--- src/rtl/mem_arbiter.sv ---
// Fetch/load-store arbiter onto one in-order memory port.
// LSU has priority; a starvation counter forces fetch through.
module mem_arbiter #(
  parameter int OUTST      = 2,
  parameter int STARVE_MAX = 8
) (
  input  logic        clk_i,
  input  logic        rst_i,
  input  logic        if_req_i,
  input  logic [31:0] if_addr_i,
  output logic        if_gnt_o,
  output logic        if_rvalid_o,
  output logic [31:0] if_rdata_o,
  input  logic        ls_req_i,
  input  logic        ls_we_i,
  input  logic [3:0]  ls_be_i,
  input  logic [31:0] ls_addr_i,
  input  logic [31:0] ls_wdata_i,
  output logic        ls_gnt_o,
  output logic        ls_rvalid_o,
  output logic [31:0] ls_rdata_o,
  output logic        mem_req_o,
  output logic        mem_we_o,
  output logic [3:0]  mem_be_o,
  output logic [31:0] mem_addr_o,
  output logic [31:0] mem_wdata_o,
  input  logic        mem_gnt_i,
  input  logic        mem_rvalid_i,
  input  logic [31:0] mem_rdata_i,
  output logic        fetch_stall_o,
  output logic        err_o
);

  localparam int PW = (OUTST > 1) ? $clog2(OUTST) : 1;
  localparam int CW = $clog2(OUTST + 1);
  localparam int SW = $clog2(STARVE_MAX + 1);

  logic [CW-1:0]    cnt;
  logic [PW-1:0]    wptr;
  logic [PW-1:0]    rptr;
  logic [OUTST-1:0] own_q;
  logic [SW-1:0]    starve_cnt;
  logic             err_q;

  logic full;
  logic empty;
  logic starved;
  logic fetch_sel;
  logic ls_sel;
  logic push;
  logic pop;
  logic head;

  function automatic logic [PW-1:0] nxt(input logic [PW-1:0] p);
    return (p == PW'(OUTST - 1)) ? '0 : p + 1'b1;
  endfunction

  assign full    = (cnt == CW'(OUTST));
  assign empty   = (cnt == '0);
  assign starved = (starve_cnt == SW'(STARVE_MAX));

  assign fetch_sel = if_req_i & (~ls_req_i | starved);
  assign ls_sel    = ls_req_i & ~fetch_sel;

  // Gated by rst_i so nothing is offered or accepted while in reset.
  assign mem_req_o = (if_req_i | ls_req_i) & ~full & ~rst_i;
  assign push      = mem_req_o & mem_gnt_i;
  assign if_gnt_o  = push & fetch_sel;
  assign ls_gnt_o  = push & ls_sel;

  assign mem_we_o    = ls_sel & ls_we_i;
  assign mem_be_o    = fetch_sel ? 4'hF : ls_be_i;
  assign mem_addr_o  = fetch_sel ? if_addr_i : ls_addr_i;
  assign mem_wdata_o = ls_sel ? ls_wdata_i : '0;

  assign pop         = mem_rvalid_i & ~empty & ~rst_i;
  assign head        = own_q[rptr];
  assign if_rvalid_o = pop & ~head;
  assign ls_rvalid_o = pop & head;
  assign if_rdata_o  = mem_rdata_i;
  assign ls_rdata_o  = mem_rdata_i;

  assign fetch_stall_o = if_req_i & ~if_gnt_o;
  assign err_o         = err_q;

  always_ff @(posedge clk_i or posedge rst_i) begin
    if (rst_i) begin
      cnt   <= '0;
      wptr  <= '0;
      rptr  <= '0;
      own_q <= '0;
    end else begin
      if (push) begin
        own_q[wptr] <= ls_sel;
        wptr        <= nxt(wptr);
      end
      if (pop) begin
        rptr <= nxt(rptr);
      end
      unique case ({push, pop})
        2'b10:   cnt <= cnt + 1'b1;
        2'b01:   cnt <= cnt - 1'b1;
        default: cnt <= cnt;
      endcase
    end
  end

  always_ff @(posedge clk_i or posedge rst_i) begin
    if (rst_i) begin
      starve_cnt <= '0;
    end else if (if_req_i & ~if_gnt_o) begin
      if (!starved) begin
        starve_cnt <= starve_cnt + 1'b1;
      end
    end else begin
      starve_cnt <= '0;
    end
  end

  // A response with nothing outstanding is dropped and flagged.
  always_ff @(posedge clk_i or posedge rst_i) begin
    if (rst_i) begin
      err_q <= 1'b0;
    end else if (mem_rvalid_i & empty) begin
      err_q <= 1'b1;
    end
  end

endmodule

--- config.mk ---
export PLATFORM = sky130hd
export DESIGN_NAME = mem_arbiter
export DESIGN_NICKNAME = d
export VERILOG_FILES = /design/src/rtl/mem_arbiter.sv
export SDC_FILE = /design/constraint.sdc
export NUM_CORES = 1
export LEC_CHECK = 0
export BUFFER_PORTS_ARGS = -buffer_cell sky130_fd_sc_hd__buf_4
export CORE_AREA = 2 2 108 110
export CTS_CLUSTER_DIAMETER = 200
export CTS_CLUSTER_SIZE = 16
export DETAILED_ROUTE_END_ITERATION = 16
export DIE_AREA = 0 0 110 112
export GPL_TIMING_DRIVEN = 0
export PLACE_DENSITY = 0.56
export SYNTH_ARGS = -nofsm -noshare
export SYNTH_HDL_FRONTEND = slang
export SYNTH_SLANG_ARGS = --single-unit
--- constraint.sdc ---
create_clock -name clk_i -period 2.45 [get_ports clk_i]
set_input_delay 0.245 -clock clk_i [delete_from_list [all_inputs] [get_ports clk_i]]
set_output_delay 0.245 -clock clk_i [all_outputs]
set_load 0.1 [all_outputs]
Word level (Yosys, flattened, before mapping) --
Index checks and enable logic that the tools add are counted. Widths: inputs -> output; s select.
Storage, ports and cells: register bits 11, latch bits 0, memory bits (writable) 0, memory bits (read-only) 0, input port bits 139, output and inout bits 140, logic and storage cells 58, memories 0
Operators by class: $add $sub $neg 5, multipliers 0, divide/modulo/power cells 0, $lt $le $gt $ge 3, equal/unequal tests 5, shift-type cells 0, muxes and demuxes 13, bitwise gates (word level) 23, reduce and logical (&&, ||, !) cells 3
Operators by type and width (number):
- $mux 32 | 2
- $and 1x1->1 | 14
- $mux 4 | 3
- $not 1->1 | 7
- $mux 1 | 5
- $add 4x1->4 const B | 1
- $eq 2x2->1 const B | 2
- $eq 4x4->1 const B | 1
- $lt 1x2->1 const B | 2
- $pmux 2 s2 | 1
- $add 1x1->1 const B | 2
- $add 2x1->2 const B | 1
- $bwmux 2 | 1
- $eq 2x1->1 const B | 1
- $logic_not 2->1 | 1
- $ne 2x2->1 const B | 1
- $or 1x1->1 | 2
- $reduce_bool 2->1 | 1
- $sub 2x1->2 const B | 1
- $demux 1 s1 | 1
- $ge 1x1->1 const B | 1
- $logic_and 1x1->1 | 1

Longest topological paths before layout --
Gate-level depths: netlist of the first run.
depth in word-level cells 9, gate-level depth with buffers 7, depth with buffers taken out 7

Least setup slack after synthesis of the first run --
No wires, ideal clock.
kind register -> output, start point register cnt[1], end point output port mem_req_o, arrival 2661 ps, required time 2205 ps, slack -456 ps, stages on the path, launching flop included 3, cells stage by stage dfrtp_1 > nor2b_1 > nor3_1
Between the ends: longest elaborated chain between the ends 4
RTL lines:
- start: declaration | RTL line 38 | logic [CW-1:0] cnt;
- start signal: assignment | RTL line 101 | 2'b10: cnt <= cnt + 1'b1;
- start signal: assignment | RTL line 102 | 2'b01: cnt <= cnt - 1'b1;
- start signal: assignment | RTL line 103 | default: cnt <= cnt;
- $eq 2x2->1 | RTL line 58 | assign full = (cnt == CW'(OUTST));
- $not 1->1 | RTL line 66 | assign mem_req_o = (if_req_i | ls_req_i) & ~full & ~rst_i;
- $and 1x1->1 (2 in a row) | RTL line 66
- end: declaration | RTL line 22 | output logic mem_req_o,
Every way passes these cells.

Final worst setup path of the first run --
start point register starve_cnt[0], end point output port mem_addr_o[17]
Between the ends: longest elaborated chain between the ends 4
RTL lines:
- start: declaration | RTL line 42 | logic [SW-1:0] starve_cnt;
- start signal: assignment | RTL line 113 | starve_cnt <= starve_cnt + 1'b1;
- $eq 4x4->1 | RTL line 60 | assign starved = (starve_cnt == SW'(STARVE_MAX));
- $or 1x1->1 | RTL line 62 | assign fetch_sel = if_req_i & (~ls_req_i | starved);
- $and 1x1->1 | RTL line 62
- $mux 32 | RTL line 73 | assign mem_addr_o = fetch_sel ? if_addr_i : ls_addr_i;
- end: declaration | RTL line 25 | output logic [31:0] mem_addr_o,
Every way passes these cells.

==> results of run 1 <==
## per-layer routing
| layer | part of all wire, % | wire length, µm | track usage (%) | vias up |
|---|---|---|---|---|
| met3 | 13 | 957 | 2.22 | 2 |
| li1 | - | - | - | 1107 |
| met5 | 0 | 0 | 0 | - |
| met2 | 56 | 4260 | 22.7 | 165 |
| met4 | 0.44 | 34 | 1.27 | 0 |
| met1 | 31 | 2400 | 10.7 | 961 |
## state kept, by name, indices dropped and copies added, names as in the netlist
signal / count
cnt: 2
rptr: 1
starve_cnt: 4
err_o: 1
wptr: 1
own_q: 2
## synthesized netlist by cell type, types with 2 or more instances
master and number:
nor2_1 6, nor3_1 2, xor2_1 2, nor4_1 2
inv_1 4, nand3_1 3, or2_2 4, ha_1 3
xnor2_1 5, clkbuf_1 3, o21ai_0 2, and2_1 34
o32ai_1 2, nor2b_1 2, mux2_2 34, dfrtp_1 11
buf_4 64, buf_6 3
## metrics by stage
| step | area (µm²) | hold slack (ns) | std cells | total power, mW | setup WS [ns] |
|---|---|---|---|---|---|
| 6_report | 4060 | 0.0446 | 598 | 2.43 | 0.131 |
| 5_1_grt | 4060 | 0.0965 | 598 | 2.52 | 0.00907 |
| 4_1_cts | 3940 | 0.0548 | 598 | 2.43 | 0.0328 |
| 3_5_place_dp | 3800 | 0.304 | 590 | 2.12 | 0.133 |
| 3_3_place_gp | 3800 | 0.295 | 590 | 2.10 | 0.161 |
| 2_1_floorplan | 1780 | 0.106 | 201 | 1.70 | 0.119 |
## layout by cell type (no fill, tap or decap), drive strengths merged, types with 3 or more instances in the layout
cell    synthesis  layout
or2             4       4
buf            68     319
ha              3       3
dfrtp          11      11
clkbuf          3       6
xnor2           5       5
and2           34      34
nor2            6       6
inv             5       5
nand3           3       3
mux2           34      34
## cells by family after synthesis
kind of cell	count (synthesis)
buffers and inverters	76
and+or+nand+nor	59
muxes	35
DFF	11
AOI/OAI and AO/OA	10
xor gates and xnor gates	7
adders and majority gates	3
## power by group through the flow
stage	combinational, mW	clock [mW]	sequential, mW
5_1_grt	1.91	0.309	0.302
3_3_place_gp	1.81	0	0.291
3_5_place_dp	1.82	0	0.295
6_report	1.84	0.294	0.294
2_1_floorplan	1.41	0	0.284
4_1_cts	1.84	0.299	0.295
## layout make-up
cell class	instances	area (µm²)
Fill cell	1165	7120
Timing Repair Buffer	250	2010
Multi-Input combinational cell	114	962
Buffer	71	537
Sequential cell	11	275
Tap cell	143	179
Clock buffer	4	78.8
Inverter	5	18.8
## worst register-to-register path: stages, from the launching register on
cell	delay (ns)
dfrtp_1	0.41
nor2b_1	0.22
or3_1	0.38
buf_2	0.17
ha_1	0.31
nor2_1	0.15
xor2_1	0.15
## worst max-delay path by stage
stage,startpoint,to,depth (start not counted)
after global placement,starve_cnt[0],mem_wdata_o[22],7
after floorplan,starve_cnt[0],if_gnt_o,6
final,starve_cnt[0],mem_addr_o[17],8
after CTS,starve_cnt[0],mem_wdata_o[21],7
after global routing,starve_cnt[0],mem_addr_o[17],8
after detailed placement,starve_cnt[0],mem_wdata_o[21],7
## what timing repair did
action / CTS / global route
hold buffers: 0 / 0
gates resized for setup: 4 / 35
cloned: 0 / 0
pin swaps: 1 / 1
hold endpoints to repair: 0 / 0
setup endpoints to repair: 55 / 42
buffers inserted: 4 / 0
==> impl_metrics.tcl, run 1 <==
set metrics [dict create \
    status "complete, no violations" \
    mappedNetlistNets 343 \
    cts.clk_slew.worst_paths_ns 0.04 \
    first_global_vias 2120 \
    floorplan.die.width_um 110 \
    worst-path-max-fanout 10 \
    finalCritPeriodShare_pct 94.6 \
    die_h_um 112 \
    max_clock_freq_ghz 0.431 \
    pwr-share-clk_pct 12.1 \
    drt_pre_antenna_iters 4 \
    syn2layout_area_growth_pct 130 \
    worstPathRequired_ns 2.20 \
    synth_top_family_by_area "buffers and inverters" \
    clock_path_buffers 2 \
    layout.nets 598 \
    maxCapViolations 0 \
    post-synth-top-area-cell "buf_4" \
    antenna_found_initial 0 \
    io_pins 279 \
    drc_violation_count_after_routing 0 \
    finalCoreUtilization_pct 36.3 \
    yosysSeqAreaShare_pct 15.6 \
    syn-mean-instance-area_um2 8.77 \
    worstPathCellList "inv_1 -> ha_2 -> nand3b_4 -> a21oi_4 -> buf_12 -> buf_6 -> mux2_2 -> buf_4" \
    synth.lib_cells_used.distinct 33 \
    finalWirelength_um 7650 \
    netSwitchingFraction_pct 59.3 \
    final-hold-violation-count 0 \
    critical_path_class "flop to output port" \
    globalRouteOverflowTotal 0 \
    synth_fa_ha_area_share_pct 2.13 \
    largest_net_degree_at_the_start_of_global_routing 13 \
    numPortBuffers 246 \
    cp-start-kind "flop" \
    setup_total_negative_slack_ns 0 \
    setup_viol_count_final 0 \
    p_comb_share_pct 75.8 \
    synthDominantCellAreaShare_pct 27.3 \
    drt_first_iter_violations 31 \
    synth_xor_area_share_pct 3.48 \
    leakage_nw 2.14 \
    timing.critical_path.to_type "output port" \
    floorplan.initialDensity_pct 15.8 \
    critPathTopFamily "buffers and inverters" \
    via_count 2235 \
    coreArea_mm2 0.0112 \
    power.share.sequential_pct 12.1 \
    cts_max_level 1 \
    gp_congestion 0.783 \
    report.final.slew_viol_count 0 \
    hpwl_um 6970 \
    critical-path-slowest-cell "dfrtp_1" \
    internal_power_uw 991 \
    drive_above_1_share_pct 81.5 \
    worst-endpoint-arrival_ns 2.07 \
    crit-reg2reg-launch "cnt[1]" \
    headroom_to_the_max_slew_limit_pct 68.0 \
    fin_crit_ns 2.32 \
    yosys_warnings 0 \
    power-per-cell-area_mw_per_mm2 600 \
    worstPathBufferInverterCount 4 \
    worstHoldPathType "input port to async pin" \
    synth-edff-count 0 \
    grt_first_pass_wirelength_um 10500 \
    track_usage_pct 10.8 \
    rsz0062_at_grt "false" \
    clock_skew_ns 0.00163 \
    final_antenna_net_count 0 \
    netlist_instances 201 \
    cts.sink_count 11 \
    clock_latency_ns 0.23 \
    syn_area_mm2 0.00176 \
    synth-compound-area-share_pct 4.68 \
    p_sw_mw 1.44 \
    timing.critical_path.slowest_cell_delay_ns 0.39 \
    ys_async_sr_fraction_pct 100 \
    tritoncts "built" \
    floorplan.die_area_mm2 0.0123 \
    worst_r2r_endpoint "cnt[1]" \
    std_cell_rows 39 \
    tritoncts.num_buffers 3 \
    rr_worst_depth 6 \
    synth_area_leaders "buf_4 27%, mux2_2 22%, dfrtp_1 16%" \
    drt-wirelength-per-cell_um 12.8 \
    ir_drop_mv 0.297 \
    clock_tree.root_cell "clkbuf_16" \
    via_per_inst 3.74 \
    antenna_cells_inserted 0 \
    yosys_most_used_dff "dfrtp_1" \
    postSynthRegisterBits 11 \
    fraction_of_synthesized_area_in_multiplexers_pct 22.3 \
    post_synth_and_or_nand_nor_area_fraction_pct 20.7 \
    worst_slew_pin_tran_ns 0.479 \
    r2r_slack_ns 0.59 \
]
No activity file was read; power rests on OpenSTA's default activity.
==> run 2: changes to the inputs <==
--- a/config.mk
+++ b/config.mk
@@ -13,6 +13,7 @@
 export DIE_AREA = 0 0 110 112
 export GPL_TIMING_DRIVEN = 0
 export PLACE_DENSITY = 0.56
+export REMOVE_ABC_BUFFERS = 1
 export SYNTH_ARGS = -nofsm -noshare
 export SYNTH_HDL_FRONTEND = slang
 export SYNTH_SLANG_ARGS = --single-unit
==> run 2 against run 1 <==
Effect of this change: sequential share of layout area grew 2.4 points; maximum frequency shrank 0.43%; non-clock buffer count shrank 135; final cell count shrank 22%; sequential power is essentially flat; largest power group unchanged.
==> impl_metrics.tcl, run 2 (synthesis results as in run 1) <==
set metrics [dict create \
    status "complete, no violations" \
    clock_latency_ns 0.24 \
    tritoncts "built" \
    internal_power_uw 838 \
    rr_worst_depth 6 \
    reg.largest.list "starve_cnt (4), cnt (2), own_q (2)" \
    report.final.slew_viol_count 0 \
    globalRouteOverflowTotal 0 \
    io_pins 279 \
    gp_congestion 0.727 \
    regArea_um2 275 \
    clock_skew_ns 0.000851 \
    netSwitchingFraction_pct 54.2 \
    leakage_nw 1.48 \
    headroom_to_the_max_slew_limit_pct 69.5 \
    worstPathCellList "inv_1 -> ha_2 -> nand3b_4 -> a21oi_4 -> buf_12 -> mux2_2 -> buf_4" \
    regMostFlops "starve_cnt" \
    drt_pre_antenna_iters 4 \
    cp-start-kind "flop" \
    multi_input_comb_area_um2 995 \
    die_h_um 112 \
    maxCapViolations 0 \
    timing.hold.ws_ns 0.0367 \
    critical_path.startpoint "starve_cnt[0]" \
    timing.critical_path.to_type "output port" \
    grt.met2_usage_pct 17.6 \
    hpwl_um 6620 \
    worst_setup_path_endpoint "mem_addr_o[5]" \
    ctsHoldBuffers 0 \
    layout.nets 466 \
    filler_cell_count 1172 \
    track_usage_pct 12.4 \
    p_sw_uw 991 \
    clock_path_buffers 2 \
    instances_no_fill 466 \
    floorplan.initialDensity_pct 15.8 \
    critPathTopFamily "buffers and inverters" \
    cts_max_level 1 \
    finalCritPeriodShare_pct 95.1 \
    drive_above_1_share_pct 72.8 \
    final-hold-violation-count 0 \
    cp.depth 7 \
    largest_net_degree_at_the_start_of_global_routing 20 \
    grt_busiest_layer "met2" \
    pwr-share-clk_pct 16.4 \
    syn2layout_area_growth_pct 69.1 \
    drt_first_iter_violations 95 \
    via_count 2013 \
    cts.sink_count 11 \
    drt-wirelength-per-cell_um 17.9 \
    p_comb_share_pct 67.6 \
    critical_path_class "flop to output port" \
    worst-endpoint-arrival_ns 2.08 \
    worstHoldPathType "input port to async pin" \
    critical-path-slowest-cell "dfrtp_1" \
    r2r_slack_ns 0.56 \
    timing.critical_path.slowest_cell_delay_ns 0.40 \
    clock_tree.root_cell "clkbuf_16" \
    setup_viol_count_final 0 \
    rsz0062_at_grt "false" \
    largest_reg_flops 4 \
    cts.clk_slew.worst_paths_ns 0.04 \
    power.share.sequential_pct 16.0 \
    antenna_cells_inserted 0 \
    floorplan.die.width_um 110 \
    finalWirelength_um 8350 \
    coreArea_mm2 0.0112 \
    std_cell_rows 39 \
    via_per_inst 4.32 \
    first_global_vias 1923 \
    tritoncts.num_buffers 3 \
    final.setup.worst_slack_ns 0.121 \
    numPortBuffers 182 \
    floorplan.die_area_mm2 0.0123 \
    worstPathRequired_ns 2.20 \
    groute.layer.met1.usage_pct 13.3 \
    crit-reg2reg-launch "starve_cnt[0]" \
    report.power.total_mw 1.83 \
    power-per-cell-area_mw_per_mm2 614 \
    placed_cells 455 \
    preCtsSetupSlack_ns -0.239 \
    grt_util_met3_pct 11.1 \
    grt_first_pass_wirelength_um 11000 \
    worstPathBufferInverterCount 3 \
    most_common_cell_after_layout_fill_and_taps_aside "buf_4" \
    final_cell_mix "183 x buf_4, 34 x mux2_2, 34 x and2_1" \
    ir_drop_mv 0.197 \
    worst_r2r_endpoint "own_q[1]" \
    fin_crit_ns 2.33 \
    final_antenna_net_count 0 \
    drc_violation_count_after_routing 0 \
    worst_slew_pin_tran_ns 0.457 \
    worst-path-max-fanout 19 \
    max_clock_freq_ghz 0.429 \
    antenna_found_initial 0 \
]
run 2: power by group through the flow:
stage | Sequential, mW | Clock, mW | Combinational [mW]
6_report | 0.293 | 0.300 | 1.24
3_5_place_dp | 0.295 | 0 | 1.22
2_1_floorplan | 0.284 | 0 | 0.907
4_1_cts | 0.293 | 0.306 | 1.24
3_3_place_gp | 0.293 | 0 | 1.21
5_1_grt | 0.302 | 0.313 | 1.29
run 2: metrics by stage:
step | TNS [ns] | util (%) | cell area [µm²]
after floorplan | -1.99 | - | 1230
after global placement | -5.14 | 24.9 | 2780
after detailed placement | -9.12 | 24.9 | 2780
after CTS | 0 | 26.3 | 2940
after global routing | 0 | 26.7 | 2980
final | 0 | 26.7 | 2980
run 2: worst min-delay path by stage:
stage	slack [ns]	to	start
6_report	0.04	rptr	rst_i
5_1_grt	0.08	rptr	rst_i
4_1_cts	0.05	err_o	rst_i
3_5_place_dp	0.30	rptr	rst_i
3_3_place_gp	0.30	rptr	rst_i
2_1_floorplan	0.11	cnt[0]	rst_i
run 2: what timing repair did:
action / 4_1_cts / 5_1_grt
buffers inserted: 2 / 2
endpoints found under the setup margin: 70 / 34
gates cloned: 2 / 1
pin swaps: 3 / 2
resized for setup: 3 / 1
run 2: cell type report:
cell class / count / area share, %
clock buffer: 4 / 2.64
tap: 143 / 6.00
inverter: 5 / 0.630
multi-input combinational: 117 / 33.4
timing repair buffer: 186 / 48.1
sequential: 11 / 9.24
run 2: per-layer routing:
layer  part of all wire (%)  vias to the layer above  wire length, µm
met4                   0.85                        4               71
met2                     41                      251             3440
met1                     35                      899             2900
met3                     22                       11             1870
li1                       -                      848                -
met5                   0.96                        -               80
run 2: worst reg2reg max path, cell delays in order (launching register included):
cell and delay (ns):
dfrtp_1 0.40, inv_1 0.11, ha_2 0.22, and3b_1 0.42
a21boi_2 0.19, buf_4 0.18, mux2_2 0.25
==> run 3: changes to the inputs <==
--- a/config.mk
+++ b/config.mk
@@ -14,6 +14,7 @@
 export GPL_TIMING_DRIVEN = 0
 export PLACE_DENSITY = 0.56
 export REMOVE_ABC_BUFFERS = 1
+export SLEW_MARGIN = 20
 export SYNTH_ARGS = -nofsm -noshare
 export SYNTH_HDL_FRONTEND = slang
 export SYNTH_SLANG_ARGS = --single-unit
==> constraint.sdc (replaced) <==
create_clock -name clk_i -period 2.4 [get_ports clk_i]
set_input_delay 0.24 -clock clk_i [delete_from_list [all_inputs] [get_ports clk_i]]
set_output_delay 0.24 -clock clk_i [all_outputs]
set_load 0.1 [all_outputs]
==> run 3 against run 2 <==
Effect of this change: sequential power rose by 2%; power rose by 2.9%; register-to-register slack improved by 0.05 ns; hold slack got worse by 0.0017 ns; via count rose by 0.70%; clock power rose by 2%; wire length rose by 0.67%; first-iteration DRC count fell by 12%; final cell count did not move; sequential cell count did not move; clock skew barely moved; global-route usage barely moved; critical endpoint is now mem_addr_o[10]; highest routed layer unchanged.
==> impl_metrics.tcl, run 3 (synthesis results as in run 1) <==
set metrics [dict create \
    tritoncts.num_buffers 3 \
    headroom_to_the_max_slew_limit_pct 68.8 \
    final_antenna_net_count 0 \
    drt_pre_antenna_iters 4 \
    first_global_vias 1923 \
    worst-endpoint-arrival_ns 2.07 \
    syn2layout_area_growth_pct 72.1 \
    largest_net_degree_at_the_start_of_global_routing 20 \
    drt_first_iter_violations 84 \
    finalCoreUtilization_pct 27.2 \
    hpwl_um 6620 \
    placement.cell_area_mm2 0.00278 \
    clock_path_buffers 2 \
    critical_path_class "flop to output port" \
    reg.largest.list "starve_cnt (4), cnt (2), own_q (2)" \
    final.setup.worst_slack_ns 0.0906 \
    numPortBuffers 182 \
    std_cell_rows 39 \
    antenna_cells_inserted 0 \
    finalCritPeriodShare_pct 96.2 \
    ir_drop_mv 0.213 \
    timing.critical_path.to_type "output port" \
    setup_viol_count_final 0 \
    worst-path-max-fanout 19 \
    floorplan.die_area_mm2 0.0123 \
    maxCapViolations 0 \
    largest_reg_flops 4 \
    drive_above_1_share_pct 73.1 \
    drt-wirelength-per-cell_um 18.0 \
    grt_first_pass_wirelength_um 11100 \
    timing.hold.ws_ns 0.0349 \
    gp_congestion 0.727 \
    final_cell_mix "171 x buf_4, 34 x mux2_2, 34 x and2_1" \
    fin_crit_ns 2.31 \
    clock_tree.root_cell "clkbuf_16" \
    worstPathRequired_ns 2.16 \
    rsz0062_at_grt "false" \
    floorplan.initialDensity_pct 15.8 \
    antenna_found_initial 0 \
    power-per-cell-area_mw_per_mm2 620 \
    cts.sink_count 11 \
    status "complete, no violations" \
    clock_latency_ns 0.24 \
    via_per_inst 4.35 \
    cts_max_level 1 \
    max_clock_freq_ghz 0.433 \
    io_pins 279 \
    most_common_cell_after_layout_fill_and_taps_aside "buf_4" \
    tritoncts "built" \
    worst_slew_pin_tran_ns 0.467 \
    regMostFlops "starve_cnt" \
    filler_cell_count 1169 \
    cts.clk_slew.worst_paths_ns 0.04 \
    globalRouteOverflowTotal 0 \
    leakage_nw 1.50 \
    drc_violation_count_after_routing 0 \
    fin_area_mm2 0.00303 \
    clock_skew_ns 0.000710 \
    track_usage_pct 12.4 \
    floorplan.die.width_um 110 \
    coreArea_mm2 0.0112 \
    layout.nets 466 \
    worstHoldPathType "input port to async pin" \
    final-hold-violation-count 0 \
    report.final.slew_viol_count 0 \
    via_count 2027 \
    die_h_um 112 \
    cp-start-kind "flop" \
    finalWirelength_um 8410 \
    preCtsSetupSlack_ns -0.284 \
    ctsHoldBuffers 0 \
]
==> run 3: cell counts in the layout (fill, tap and decap cells not counted) <==
No cell type changed its count.
==> run 3: metrics by stage <==
step                power, mW  TNS, ns  instances
floorplan                1.22    -3.65        130
global placement         1.54    -6.97        455
detailed placement       1.54   -12.27        455
CTS                      1.88        0        463
global route             1.96        0        466
finish                   1.88        0        466
==> run 3: timing repair <==
item | 4_1_cts | 5_1_grt
buffers inserted | 2 | 2
cloned | 2 | 1
resized for setup | 6 | 12
hold endpoints to repair | 0 | 0
pin swaps | 3 | 2
endpoints found under the setup margin | 70 | 65
==> run 3: area by class of cell <==
| class | instances | area (µm²) | share of cell area (%) |
|---|---|---|---|
| inverter | 5 | 18.8 | 0.619 |
| timing repair buffer | 186 | 1480 | 48.7 |
| clock buffer | 4 | 78.8 | 2.60 |
| multi-input combinational | 117 | 1000 | 33.1 |
| sequential | 11 | 275 | 9.07 |
| tap | 143 | 179 | 5.90 |
==> run 3: final timing paths <==
path | depth (start not counted) | from | slack, ns | to
hold reg to reg | 1 | err_o | 0.47 | err_o
setup reg to reg | 5 | cnt[1] | 0.61 | cnt[1]
max in group asynchronous | 2 | rst_i | 2.05 | starve_cnt[3]
min in group clk_i | 2 | mem_rvalid_i | 0.21 | err_o
hold / removal | 2 | rst_i | 0.03 | own_q[1]
setup / recovery | 7 | starve_cnt[0] | 0.09 | mem_addr_o[10]
==> run 3: worst max-delay path: stages, from the launching register on <==
cell,delay [ns]
dfrtp_1,0.40
inv_1,0.11
ha_2,0.22
nand3b_4,0.15
a21oi_4,0.18
buf_12,0.18
mux2_2,0.35
buf_4,0.23
==> run 3: routing by layer <==
layer	GRT usage, %	share of wire (%)	vias to the layer above
met3	11.1	22	11
met4	2.19	0.84	4
met2	17.6	42	250
met5	6.72	0.95	-
li1	-	-	846
met1	13.3	34	916
==> run 3: power breakdown <==
| group | total [mW] | switching (mW) | internal, mW |
|---|---|---|---|
| combinational | 1.28 | 0.879 | 0.398 |
| clock | 0.306 | 0.0831 | 0.223 |
| sequential | 0.299 | 0.0528 | 0.246 |
| total | 1.88 | 1.02 | 0.866 |
